[src/rtl/tick_scheduler.sv]
`default_nettype none
// ============================================================================
// Module   : tick_scheduler
// Summary  : One base prescaler drives NUM_CH programmable slow-tick channels.
//            Optional macro TICK_ONESHOT_EN adds one-shot channel mode.
// Revision : 1.0
// ============================================================================
module tick_scheduler #(
  parameter int BASE_DIV = 3_333_334,
  parameter int NUM_CH   = 4,
  parameter int PER_W    = 8,
  parameter int CH_W     = 2
) (
  input  logic              clk,
  input  logic              reset,
  input  logic              enable,
  input  logic              cfg_we,
  input  logic [CH_W-1:0]   cfg_ch,
  input  logic [PER_W-1:0]  cfg_period,
`ifdef TICK_ONESHOT_EN
  input  logic              cfg_oneshot,
`endif
  output logic              base_tick,
  output logic [NUM_CH-1:0] ch_tick,
  output logic [NUM_CH-1:0] ch_active
);

  localparam int               CNT_W  = $clog2(BASE_DIV);
  localparam logic [CNT_W-1:0] C_WRAP = CNT_W'(BASE_DIV - 1);

  logic [CNT_W-1:0] r_pre_cnt;
  logic             r_base_tick;

  // Prescaler: counter freezes while enable is low, so no pulse is lost or added.
  always_ff @(posedge clk) begin
    if (reset) begin
      r_pre_cnt   <= '0;
      r_base_tick <= 1'b0;
    end else begin
      r_base_tick <= 1'b0;
      if (enable) begin
        if (r_pre_cnt == C_WRAP) begin
          r_pre_cnt   <= '0;
          r_base_tick <= 1'b1;
        end else begin
          r_pre_cnt <= r_pre_cnt + CNT_W'(1);
        end
      end
    end
  end

  assign base_tick = r_base_tick;

  generate
    for (genvar k = 0; k < NUM_CH; k++) begin : g_ch
      logic [PER_W-1:0] r_period;
      logic [PER_W-1:0] r_cnt;
      logic             r_tick;
      logic             r_active;
      logic             w_wr_sel;
      logic             w_last;

      // Out-of-range indices never match any channel, so such writes are dropped.
      assign w_wr_sel = cfg_we && (cfg_ch == CH_W'(k));
      assign w_last   = (r_cnt == (r_period - PER_W'(1)));

`ifdef TICK_ONESHOT_EN
      logic r_oneshot;

      always_ff @(posedge clk) begin
        if (reset) begin
          r_oneshot <= 1'b0;
        end else if (w_wr_sel) begin
          r_oneshot <= cfg_oneshot;
        end
      end
`endif

      // A write in the same cycle as base_tick wins; that base tick is not counted.
      always_ff @(posedge clk) begin
        if (reset) begin
          r_period <= '0;
          r_cnt    <= '0;
          r_tick   <= 1'b0;
          r_active <= 1'b0;
        end else begin
          r_tick   <= 1'b0;
          r_active <= (r_period != '0);
          if (w_wr_sel) begin
            r_period <= cfg_period;
            r_cnt    <= '0;
          end else if (r_base_tick && (r_period != '0)) begin
            if (w_last) begin
              r_cnt  <= '0;
              r_tick <= 1'b1;
`ifdef TICK_ONESHOT_EN
              if (r_oneshot) begin
                r_period <= '0;
              end
`endif
            end else begin
              r_cnt <= r_cnt + PER_W'(1);
            end
          end
        end
      end

      assign ch_tick[k]   = r_tick;
      assign ch_active[k] = r_active;
    end
  endgenerate

endmodule
`default_nettype wire
[config.mk]
export PLATFORM = sky130hd
export DESIGN_NAME = tick_scheduler
export DESIGN_NICKNAME = d
export VERILOG_FILES = /design/src/rtl/tick_scheduler.sv
export SDC_FILE = /design/constraint.sdc
export NUM_CORES = 1
export LEC_CHECK = 0
export ABC_AREA = 1
export CAP_MARGIN = 10
export CORE_MARGIN = 1.5
export CORE_UTILIZATION = 52
export CTS_CLUSTER_SIZE = 8
export DETAILED_ROUTE_END_ITERATION = 10
export PLACE_DENSITY = 0.7
export SLEW_MARGIN = 20
export SYNTH_ARGS = -nofsm -noshare
export SYNTH_HDL_FRONTEND = slang
export SYNTH_SLANG_ARGS = --single-unit
export TNS_END_PERCENT = 20
[constraint.sdc]
create_clock -name clk -period 3 [get_ports clk]
set_input_delay 0.3 -clock clk [delete_from_list [all_inputs] [get_ports clk]]
set_output_delay 0.3 -clock clk [all_outputs]
set_load 0.05 [all_outputs]
### Word level (Yosys, flattened, before mapping)

Index checks and enable logic that the tools add are counted.

| storage, ports and cells | value |
|---|---|
| register bits after elaboration | 95 |
| input port bits | 14 |
| output and inout bits | 9 |
| word-level logic and storage cells | 72 |

| operators by class | value |
|---|---|
| add/subtract/negate cells | 9 |
| equal/unequal tests | 8 |
| multiplexer cells | 10 |
| bitwise gates (word level) | 5 |
| reduce and logical (&&, ||, !) cells | 22 |

Operators with widths:

| operator | number |
|---|---|
| adder 8 x 1 -> 8 bit, second input constant | 4 |
| equality test 8 bit | 4 |
| 2-to-1 mux 8 bit | 4 |
| nonzero test 8 bit | 4 |
| subtractor 8 x 1 -> 8 bit, second input constant | 4 |
| adder 22 x 1 -> 22 bit, second input constant | 1 |
| equality test 22 bit, second input constant | 1 |
| 2-to-1 mux 22 bit | 1 |
| OR reduction 3 bit | 4 |
| OR reduction 2 bit | 5 |
| logical AND 1 bit | 8 |
| 2-to-1 mux 1 bit | 5 |
| NOT 1 bit | 5 |
| equality test 2 bit, second input constant | 2 |
| equality test 2 x 1 -> 1 bit, second input constant | 1 |
| logical NOT 2 bit | 1 |

### Longest topological paths before layout

| logic depth | value |
|---|---|
| depth after elaboration | 4 |
| gate-level depth with buffers | 13 |
| depth with buffers taken out | 13 |

### Worst setup path after synthesis

OpenSTA, ideal clock, no wires.

| path | value |
|---|---|
| path kind | reg2reg |
| from | register r_base_tick, in the netlist base_tick |
| to | register g_ch[3].r_cnt[7] |
| library setup time | 0.116 ns |
| data arrival time | 1.594 ns |
| required time | 2.884 ns |
| slack | 1.291 ns |
| stages on the path, launching flop included | 9 |
| clock period less this slack | 1.709 ns |
| path through | dfxtp_1 > buf_2 > inv_1 > nor2_4 > nand2_1 > nor2_1 > nand3_1 > nand2_2 > nor2_1 |

| on the way | value |
|---|---|
| cells in the longest elaborated chain, start to end | 1 |

RTL lines:

| item | line | source |
|---|---|---|
| start, declared | 32 | `logic r_base_tick;` |
| start signal, assigned | 38 | `r_base_tick <= 1'b0;` |
| start signal, assigned | 40 | `r_base_tick <= 1'b0;` |
| start signal, assigned | 44 | `r_base_tick <= 1'b1;` |
| logical AND 1 bit | 92 | `end else if (r_base_tick && (r_period != '0)) begin` |
| end signal, assigned | 102 | `r_cnt <= r_cnt + PER_W'(1);` |
| end, declared | 57 | `logic [PER_W-1:0] r_cnt;` |

Every way passes these cells.
A chain may end at the register's enable or synchronous reset.

### Worst setup path in the final report

| path | value |
|---|---|
| from | register r_base_tick, in the netlist base_tick |
| to | output base_tick |

RTL lines:

| item | line | source |
|---|---|---|
| end, declared | 23 | `output logic base_tick,` |

No word-level cell between the ends.

==> reports/results.txt <==
RR Startpoint: g_ch[1].r_period[0]
Unique masters post-synth: 35
pre-CTS WS: 0.926 ns
outcome: complete, no violations
critical path endpoint category: output port
XOR/XNOR share of the synthesized area: 0.0809
Die Width: 105 um
CTS buffer count: 9
Max stage delay cell, worst path: clkdlybuf4s50_1
Core Rows: 37
DP Area: 0.00571 mm2
share of cells above drive strength 1: 0.0713
Die Y: 105 um
1st-iter DRT viols: 249
Avg Cell Area, Syn: 6.71 um2
Critical Path AT: 1.91 ns
Post-Syn Instances: 806
Clk pwr share: 0.348
Synth Area in Compound Gates: 0.0872
CP Launch Type: flop
skew final: 0.0169 ns
unrepaired setup endpoints after global routing: no
critical path class: reg2out
gr usage total: 0.212
Final Core Density: 0.579
area grow syn2layout: 9.53%
Worst EP required: 2.70 ns
Setup Viol. Count Final: 0
die area: 0.0110 mm2
Starting Density: 0.529
I/O Buffers: 22
P_int: 1.83 mW
crit path max fanout: 9
H-tree depth: 3
most frequent cells in the layout: 160 x nand2_1, 131 x nor2_1, 118 x inv_1
PwrDens: 437 mW/mm2
vias per cell: 4.99
Post-Syn Area: 0.00541 mm2
Worst path max stage delay: 0.91 ns
first-pass GRT wire length: 19.3 mm
Flop pwr share: 0.511
part of the power in combinational logic: 0.142
vias in the first global route: 4447
commonest non-fill, non-tap cell in the layout: nand2_1
top cell type's share of synthesized area: 0.351
CTS clk-pin slew, worst paths: 0.10 ns
dominant register cell in the synthesized netlist: dfxtp_1
Hold Vio Cnt, Final: 0
period utilization: 0.736
Switching Fraction: 0.293
drt pass-1 iters: 5
MaxCap Viol Count: 0
Setup crit start: base_tick
min-delay src: r_pre_cnt[15]
final setup margin: 0.792 ns
PostCTS Resize Cnt: 0
clk sinks: 95
pin count of the biggest net entering global routing: 22
multiplexer area fraction after synthesis: 0
top cells by area, synth: dfxtp_1 35%, nand2_1 11%, nor2_1 9.1%, inv_1 8.2%, xor2_1 6.3%
DPL Wire Length: 8.71 mm
Pleak: 2.64 nW
remaining routing DRC violations: 0
post-synthesis adder-cell area fraction: 0.0324
Top delay family on crit path: buffers and inverters
Final ANT Viol Nets: 0
Psw: 0.759 mW
Nets: 850
Post-Synth Simple-Gate Area: 0.341
core area: 0.0102 mm2
total grt overflow: 0
Post-Route Setup TNS: 0 ns
Ys Warns: 0
Hold WC Path Type: reg2reg
hold_buf cts: 0
Setup Buffers After CTS: 0
Synth Net Count: 834
via count: 4807
Worst-Skew Late Latency: 0.36 ns
synthesized flop and latch total: 95
Post-synth EDFFs: 0
worst-case clock buffer depth: 2
crit-path cells: clkdlybuf4s50_1
# IOs: 23
Slew HR: 0.582
sequential-to-total area share from yosys stat: 0.351
Buf/Inv on CP: 1
WL final: 11.4 mm
Final min period: 2.21 ns
CTS root buffer: clkbuf_8
Async SR Flop Fraction: 0
largest family of logic cells by synthesized area: simple AND/OR/NAND/NOR gates
gpl congestion: 0.882
Yosys top cell by area: dfxtp_1
maximum vdd drop: 0.244 mV
ANT cells: 0
CTS tree: done
worst-margin pin slew: 0.622 ns
Wirelength per Cell: 11.8 um
Final Max Tran Viols: 0
Finished Cell Area: 0.00593 mm2
fmax: 453 MHz
initial antenna violation count: 0
## sequential cells by signal (all words and copies together) (netlist names)
name	count
g_ch.r_active	4
g_ch.r_cnt	32
r_pre_cnt	22
g_ch.r_period	32
g_ch.r_tick	4
base_tick	1
## layer usage
metal,wire [um],global-route usage,vias up
met5,0,0,-
met4,170,0.0724,0
met3,451,0.0256,15
met2,5340,0.367,92
met1,5430,0.270,2156
li1,-,-,2544
## path summary, 6_finish.rpt
kind                                    endpoint  slack, ns  cells after the start
worst min register to register     r_pre_cnt[15]       0.48                      2
worst min-delay path               r_pre_cnt[15]       0.48                      2
worst max register to register  g_ch[1].r_cnt[1]       1.18                     12
worst max-delay path                   base_tick       0.79                      1
## kinds of logic (layout without fill, tap and decap cells)
group	count (synthesis)	count (layout)
simple gates	412	412
buf+inv	145	166
flops	95	95
compound gates	90	90
xor+xnor	50	50
fa+ha+maj	14	14
## synthesized netlist by cell type, drive strengths merged, types with 2 or more instances
cell / n
nor2: 143
o21ai: 48
nand2: 173
nor3b: 2
nor3: 27
nand4: 12
dfxtp: 95
ha: 14
a21o: 2
xnor2: 11
inv: 124
nand3: 50
a21oi: 36
nand3b: 3
buf: 11
xor2: 39
a211oi: 2
clkbuf: 9
## through the flow
stage                     total power [mW]  hold slack, ns  cells
after global placement                1.71           0.444    947
after CTS                             2.62           0.468    963
after floorplan                       1.63           0.396    806
final                                 2.59           0.479    963
after global routing                  2.72           0.475    963
after detailed placement              1.71           0.452    947
## final cells by class
class / instances / area, um2
fillers: 992 / 4300
multi-input cells: 566 / 2930
flip-flops and latches: 95 / 1900
inverters: 125 / 470
repair buffers: 25 / 243
well taps: 136 / 170
clock buffers: 9 / 124
clock inverters: 7 / 88.8
## power by group through the flow
stage,Clock (mW),Combinational (mW),Sequential (mW)
final,0.900,0.367,1.32
after global routing,0.979,0.415,1.33
after CTS,0.932,0.366,1.32
after detailed placement,0,0.364,1.35
after global placement,0,0.357,1.35
after floorplan,0,0.284,1.34
No activity file was read; power rests on OpenSTA's default activity.
